**src/rtl/cr_cpu_pkg.sv**
```systemverilog
// Shared definitions for the accumulator CPU: opcode constants, opcode
// width and the control-unit FSM state encoding.
package cr_cpu_pkg;

  localparam int unsigned OPCODE_WIDTH = 4;

  localparam logic [OPCODE_WIDTH-1:0] OP_NOP   = 4'd0;
  localparam logic [OPCODE_WIDTH-1:0] OP_LOADI = 4'd1;
  localparam logic [OPCODE_WIDTH-1:0] OP_LOAD  = 4'd2;
  localparam logic [OPCODE_WIDTH-1:0] OP_STORE = 4'd3;
  localparam logic [OPCODE_WIDTH-1:0] OP_ADD   = 4'd4;
  localparam logic [OPCODE_WIDTH-1:0] OP_JMP   = 4'd5;
  localparam logic [OPCODE_WIDTH-1:0] OP_JZ    = 4'd6;
  localparam logic [OPCODE_WIDTH-1:0] OP_HALT  = 4'd7;

  typedef enum logic [2:0] {
    ST_BOOT,
    ST_FETCH,
    ST_EXEC,
    ST_MEM,
    ST_HALT
  } state_t;

endpackage

```
**src/rtl/cu_decode.sv**
```systemverilog
// Combinational opcode classifier for the control unit. Unlisted opcodes
// (NOP and 8-15) leave every class flag low and therefore execute as NOP.
module cu_decode
  import cr_cpu_pkg::*;
(
  input  logic [OPCODE_WIDTH-1:0] i_opcode,
  output logic                    o_is_mem_read,
  output logic                    o_is_store,
  output logic                    o_is_jump,
  output logic                    o_is_cond,
  output logic                    o_is_halt,
  output logic                    o_is_loadi,
  output logic                    o_is_add
);

  // Map each opcode onto its instruction-class flags.
  always_comb begin
    o_is_mem_read = 1'b0;
    o_is_store    = 1'b0;
    o_is_jump     = 1'b0;
    o_is_cond     = 1'b0;
    o_is_halt     = 1'b0;
    o_is_loadi    = 1'b0;
    o_is_add      = 1'b0;
    case (i_opcode)
      OP_LOADI: o_is_loadi = 1'b1;
      OP_LOAD:  o_is_mem_read = 1'b1;
      OP_STORE: o_is_store = 1'b1;
      OP_ADD: begin
        o_is_mem_read = 1'b1;
        o_is_add      = 1'b1;
      end
      OP_JMP:   o_is_jump = 1'b1;
      OP_JZ: begin
        o_is_jump = 1'b1;
        o_is_cond = 1'b1;
      end
      OP_HALT:  o_is_halt = 1'b1;
      default: ;
    endcase
  end

endmodule

```
**src/rtl/control_unit.sv**
```systemverilog
// Control unit for a 16-bit accumulator CPU: BOOT -> FETCH -> EXEC [-> MEM].
// Optional macro CONTROL_UNIT_RETIRE_COUNT_EN adds o_retired, a saturating
// count of completed instructions (HALT not counted).
module control_unit
  import cr_cpu_pkg::*;
#(
  parameter int unsigned INST_ADDR_WIDTH = 8,
  parameter int unsigned DATA_ADDR_WIDTH = 8
) (
  input  logic                       i_clk,
  input  logic                       i_reset,
  input  logic [15:0]                i_inst,
  output logic                       o_pc_inc,
  output logic                       o_pc_load,
  output logic [INST_ADDR_WIDTH-1:0] o_pc_addr,
  output logic                       o_ram_load,
  output logic [DATA_ADDR_WIDTH-1:0] o_ram_addr,
  output logic [15:0]                o_ram_data,
  input  logic [15:0]                i_ram_data,
  output logic [15:0]                o_acc,
  output logic                       o_halted
`ifdef CONTROL_UNIT_RETIRE_COUNT_EN
  ,
  output logic [15:0]                o_retired
`endif
);

  state_t                       r_state;
  state_t                       w_next;
  logic [15:0]                  r_acc;
  logic [DATA_ADDR_WIDTH-1:0]   r_ram_addr;
  logic                         r_mem_add;

  logic [OPCODE_WIDTH-1:0]      w_opcode;
  logic [7:0]                   w_operand;
  logic [INST_ADDR_WIDTH-1:0]   w_target;
  logic [DATA_ADDR_WIDTH-1:0]   w_daddr;
  logic                         w_unused_bits;
  logic                         w_is_mem_read;
  logic                         w_is_store;
  logic                         w_is_jump;
  logic                         w_is_cond;
  logic                         w_is_halt;
  logic                         w_is_loadi;
  logic                         w_is_add;

  assign w_opcode      = i_inst[15:12];
  assign w_operand     = i_inst[7:0];
  assign w_unused_bits = ^i_inst[11:8];
  // Casts drop operand bits above the address width (or zero-extend).
  assign w_target      = INST_ADDR_WIDTH'(w_operand);
  assign w_daddr       = DATA_ADDR_WIDTH'(w_operand);

  cu_decode u_decode (
    .i_opcode      (w_opcode),
    .o_is_mem_read (w_is_mem_read),
    .o_is_store    (w_is_store),
    .o_is_jump     (w_is_jump),
    .o_is_cond     (w_is_cond),
    .o_is_halt     (w_is_halt),
    .o_is_loadi    (w_is_loadi),
    .o_is_add      (w_is_add)
  );

  // State register; reset from any state lands in BOOT.
  always_ff @(posedge i_clk) begin
    if (i_reset) r_state <= ST_BOOT;
    else         r_state <= w_next;
  end

  // Next state and strobes; reset masks every strobe combinationally so an
  // in-flight STORE never reaches the RAM.
  always_comb begin
    w_next     = r_state;
    o_pc_inc   = 1'b0;
    o_pc_load  = 1'b0;
    o_pc_addr  = '0;
    o_ram_load = 1'b0;
    o_ram_addr = r_ram_addr;
    case (r_state)
      ST_BOOT: begin
        o_pc_load = 1'b1;
        w_next    = ST_FETCH;
      end
      ST_FETCH: w_next = ST_EXEC;
      ST_EXEC: begin
        w_next = ST_FETCH;
        if (w_is_halt) begin
          w_next = ST_HALT;
        end else if (w_is_mem_read) begin
          o_ram_addr = w_daddr;
          w_next     = ST_MEM;
        end else if (w_is_jump && (!w_is_cond || (r_acc == '0))) begin
          o_pc_load = 1'b1;
          o_pc_addr = w_target;
        end else begin
          o_pc_inc = 1'b1;
          if (w_is_store) begin
            o_ram_load = 1'b1;
            o_ram_addr = w_daddr;
          end
        end
      end
      ST_MEM: begin
        o_pc_inc = 1'b1;
        w_next   = ST_FETCH;
      end
      ST_HALT: w_next = ST_HALT;
      default: w_next = ST_BOOT;
    endcase
    if (i_reset) begin
      o_pc_inc   = 1'b0;
      o_pc_load  = 1'b0;
      o_ram_load = 1'b0;
    end
  end

  // Accumulator and held RAM address; MEM remembers whether it is an ADD.
  always_ff @(posedge i_clk) begin
    if (i_reset) begin
      r_acc      <= '0;
      r_ram_addr <= '0;
      r_mem_add  <= 1'b0;
    end else if (r_state == ST_EXEC) begin
      r_ram_addr <= o_ram_addr;
      r_mem_add  <= w_is_add;
      if (w_is_loadi) r_acc <= {8'h00, w_operand};
    end else if (r_state == ST_MEM) begin
      r_acc <= r_mem_add ? (r_acc + i_ram_data) : i_ram_data;
    end
  end

  assign o_ram_data = r_acc;
  assign o_acc      = r_acc;
  assign o_halted   = (r_state == ST_HALT);

`ifdef CONTROL_UNIT_RETIRE_COUNT_EN
  logic [15:0] r_retired;
  logic        w_retire;

  // Plain instructions complete in EXEC; LOAD/ADD complete in MEM.
  assign w_retire = (r_state == ST_MEM) ||
                    ((r_state == ST_EXEC) && !w_is_halt && !w_is_mem_read);

  // Saturating retired-instruction counter.
  always_ff @(posedge i_clk) begin
    if (i_reset)                          r_retired <= '0;
    else if (w_retire && (r_retired != '1)) r_retired <= r_retired + 16'd1;
  end

  assign o_retired = r_retired;
`endif

endmodule

```
**config.mk**
```make
export PLATFORM = sky130hd
export DESIGN_NAME = control_unit
export DESIGN_NICKNAME = d
export VERILOG_FILES = /design/src/rtl/cr_cpu_pkg.sv /design/src/rtl/cu_decode.sv /design/src/rtl/control_unit.sv
export SDC_FILE = /design/constraint.sdc
export NUM_CORES = 1
export LEC_CHECK = 0
export CAP_MARGIN = 40
export CELL_PAD_IN_SITES_DETAIL_PLACEMENT = 0
export CELL_PAD_IN_SITES_GLOBAL_PLACEMENT = 1
export CORE_MARGIN = 2
export CORE_UTILIZATION = 35
export DETAILED_ROUTE_END_ITERATION = 7
export PLACE_DENSITY = 0.9
export SYNTH_ARGS = -nofsm -noshare
export SYNTH_HDL_FRONTEND = slang
export SYNTH_HIERARCHICAL = 1
export SYNTH_SLANG_ARGS = --single-unit
```
**constraint.sdc**
```tcl
create_clock -name i_clk -period 8 [get_ports i_clk]
set_input_delay 2 -clock i_clk [delete_from_list [all_inputs] [get_ports i_clk]]
set_output_delay 2 -clock i_clk [all_outputs]
set_load 0.02 [all_outputs]
```
==> results.txt <==
CP Capture Type = primary output
Fin cells = 424
R2R cell count = 10
Average size of a mapped cell = 8.207 um^2
Dpl cells = 420
Share of cells above drive strength 1 = 5.764%
Sequential power share = 40.8%
Grt ovf = 0
Synth Register Bits = 28
Max VDD drop = 0.07682 mV
Clk Latency, worst-skew pair = 0.28 ns
Critical Path Source Type = primary input
Initial drt markers = 108
Max cap viols = 0
H-tree Lvls = 1
Net switching power = 105.4 uW
CTS Hold Bufs = 0
Share of the synthesized area in the top cell type = 23.88%
Skew final = 0.01130 ns
Largest delay share family, worst path = simple AND/OR/NAND/NOR gates
Setup TNS = 0 ns
Endpoints failing setup = 0
FF-to-FF setup slack = 5.29 ns
DRC violations left = 8
Post-Synth Adder-Cell Area = 8.849%
Setup Buffers After CTS = 0
RSZ-0062 raised after global routing = no
Setup crit end = o_ram_addr[0]
Status = complete, but fails checks
Yosys top cell by area = dfxtp_1
Post-synth cell types = 57
Pre-antenna DRT Iters = 8
Critical path depth = 9
Main synth FF type = dfxtp_1
Crit Path Class = primary input to primary output
Max_slew headroom = 59.29%
Routability cong. = 0.7881
Crit Reg-Reg Endpoint = o_acc[12]
Core area = 0.006422 mm^2
Clk slew on worst S/H paths = 0.09 ns
Vias in the first global route = 2238
Reg2reg start = o_acc[0]
Synth Area in Compound Gates = 18.98%
Hold Path Class = register to register
Post-synth EDFFs = 0
Detail Route Antenna Nets = 0
Initial antenna violation count = 0
Buf/Inv on CP = 2
DP HPWL = 4819 um
Die footprint = 0.007377 mm^2
Clock Sink Count = 28
Fin crit share = 83.45%
Largest net degree at the start of global routing = 36
Clock tree buffer depth = 2
Post-Synth XOR/XNOR Area = 4.851%
Final #Nets = 398
Die Wd = 85.89 um
# diodes = 0
Root Driver = clkbuf_8
Internal power = 261.5 uW
Critical path peak fanout = 8
Worst-margin pin slew = 0.6107 ns
Worst setup path start = i_inst[15]
Die H = 85.89 um
Vias/cell = 5.500
Most frequent cell after synthesis = nor2_1
Clock power share = 31.0%
Post-Synth Simple-Gate Area = 27.83%
Critical path's largest stage delay = 0.55 ns
Logic gate share of total power = 28.2%
TritonCTS clock tree = yes
Slew Limit Fails = 0
IO Pins = 86
Top cells by area, synth = dfxtp_1 (24%), ha_1 (8.0%), nor2_1 (5.3%)
Gates resized, CTS repair = 0
Min Tclk post-route = 6.676 ns
Sw frac = 28.73%
Failing checks = design-rule violations
Req. time, crit path = 6.00 ns
Synth cell count leaders = nor2_1 (33), dfxtp_1 (28), a21oi_1 (19)
DR WL/cell = 14.90 um
Slowest stage cell, crit path = clkdlybuf4s50_1
Syn Nets = 336
Layout Area Growth over Synthesis = 35.87%
TritonCTS Buffers = 3
Num rows = 29
Netlist Area Pre-Place = 0.002347 mm^2
Crit path DAT = 4.68 ns
Cells after synthesis = 286
Buffers on Ports = 81
Power density over the cells = 115.0 mW/mm^2
Final hold vios = 0
Cells along the critical path = clkdlybuf4s50_1 > nand2b_1 > nor3b_1 > nand2_1 > nand2_1 > a21oi_1 > or3_1 > mux2_1 > clkdlybuf4s50_1
Ys Warns = 6
Routed wire length = 6319 um
P_leak = 0.001227 uW
Final-layout fill cell count = 619
Mux contribution to synthesized area = 8.209%
Total GRT Usage = 16.97%
First-pass GRT wire length = 10390 um
Main combinational cell family by area after synthesis = simple AND/OR/NAND/NOR gates
FFs w/ async S/R, synth = 0%
Fmax = 149.8 MHz
Initial core utilization = 36.55%
Sequential share of the synthesized area = 23.88%
Via count = 2332
-- cells by family after synthesis --
logic type	after synthesis
buffers and inverters	30
adders and majority gates	16
DFF	28
and+or+nand+nor	118
AOI/OAI and AO/OA	63
muxes	18
xor gates and xnor gates	13
-- power by group through the flow --
| stage | Clock, uW | Sequential, uW | Combinational [uW] |
|---|---|---|---|
| after floorplan | 0 | 154 | 61.4 |
| after global placement | 0 | 153 | 102 |
| after detailed placement | 0 | 153 | 103 |
| after CTS | 115 | 150 | 104 |
| after global routing | 121 | 151 | 113 |
| final | 114 | 150 | 104 |
-- state kept, by name, indices dropped and copies added (netlist names) --
signal	count
o_acc	16
r_mem_add	1
r_ram_addr	8
r_state	3
-- layout by cell type, fill, tap and decap left out, drive strengths merged, types with 3 or more instances in the layout --
cell / count
mux2i: 8
nor3: 13
nor2b: 12
ha: 15
o21ai: 8
xnor2: 9
and2: 9
nor2: 33
dfxtp: 28
a2111oi: 4
or3: 3
buf: 3
clkdlybuf4s50: 81
nand3b: 3
nand2: 15
a211oi: 6
inv: 3
a22oi: 4
nor4: 6
a31oi: 4
mux2: 10
nand2b: 5
and3: 5
clkbuf: 3
nand3: 3
xor2: 4
a21oi: 21
-- per-layer routing --
layer  up-vias  wire length, um  global-route usage (%)
met3         5              452                   3.369
met1      1074             2854                   22.72
met5         -                0                       0
met2        96             2973                   28.40
met4         0               39                   3.319
li1       1157                -                       -
-- final cells by class --
class / instances / area (um^2) / share of cell area [%]
Sequential cell: 28 / 560.5 / 17.58
Tap cell: 77 / 96.34 / 3.021
Clock buffer: 3 / 41.29 / 1.295
Timing Repair Buffer: 84 / 837.1 / 26.25
Inverter: 3 / 11.26 / 0.3531
Clock inverter: 1 / 30.03 / 0.9415
Multi-Input combinational cell: 228 / 1613 / 50.57
-- how the worst min path moves through the flow --
stage / startpoint / end / slack (ns) / depth (start not counted)
global route: o_acc[4] / o_acc[4] / 0.60 / 2
floorplan: r_state[2] / r_state[1] / 0.49 / 1
detailed placement: r_state[2] / r_state[1] / 0.53 / 1
CTS: r_state[2] / r_state[1] / 0.55 / 1
global placement: r_state[2] / r_state[1] / 0.53 / 1
finish: r_state[2] / r_state[1] / 0.55 / 1
-- metrics by stage --
| step | util, % | hold slack (ns) | instance area (um^2) | worst slack, ns | total power, uW |
|---|---|---|---|---|---|
| 2_1_floorplan | - | 0.4889 | 2347 | 2.510 | 215.2 |
| 3_3_place_gp | 48.37 | 0.5255 | 3107 | 1.366 | 254.7 |
| 3_5_place_dp | 48.55 | 0.5319 | 3118 | 1.331 | 256.0 |
| 4_1_cts | 49.66 | 0.5528 | 3189 | 1.316 | 368.8 |
| 5_1_grt | 49.66 | 0.5979 | 3189 | 1.164 | 384.6 |
| 6_report | 49.66 | 0.5495 | 3189 | 1.324 | 366.9 |
(Power assumes the default switching activity.)
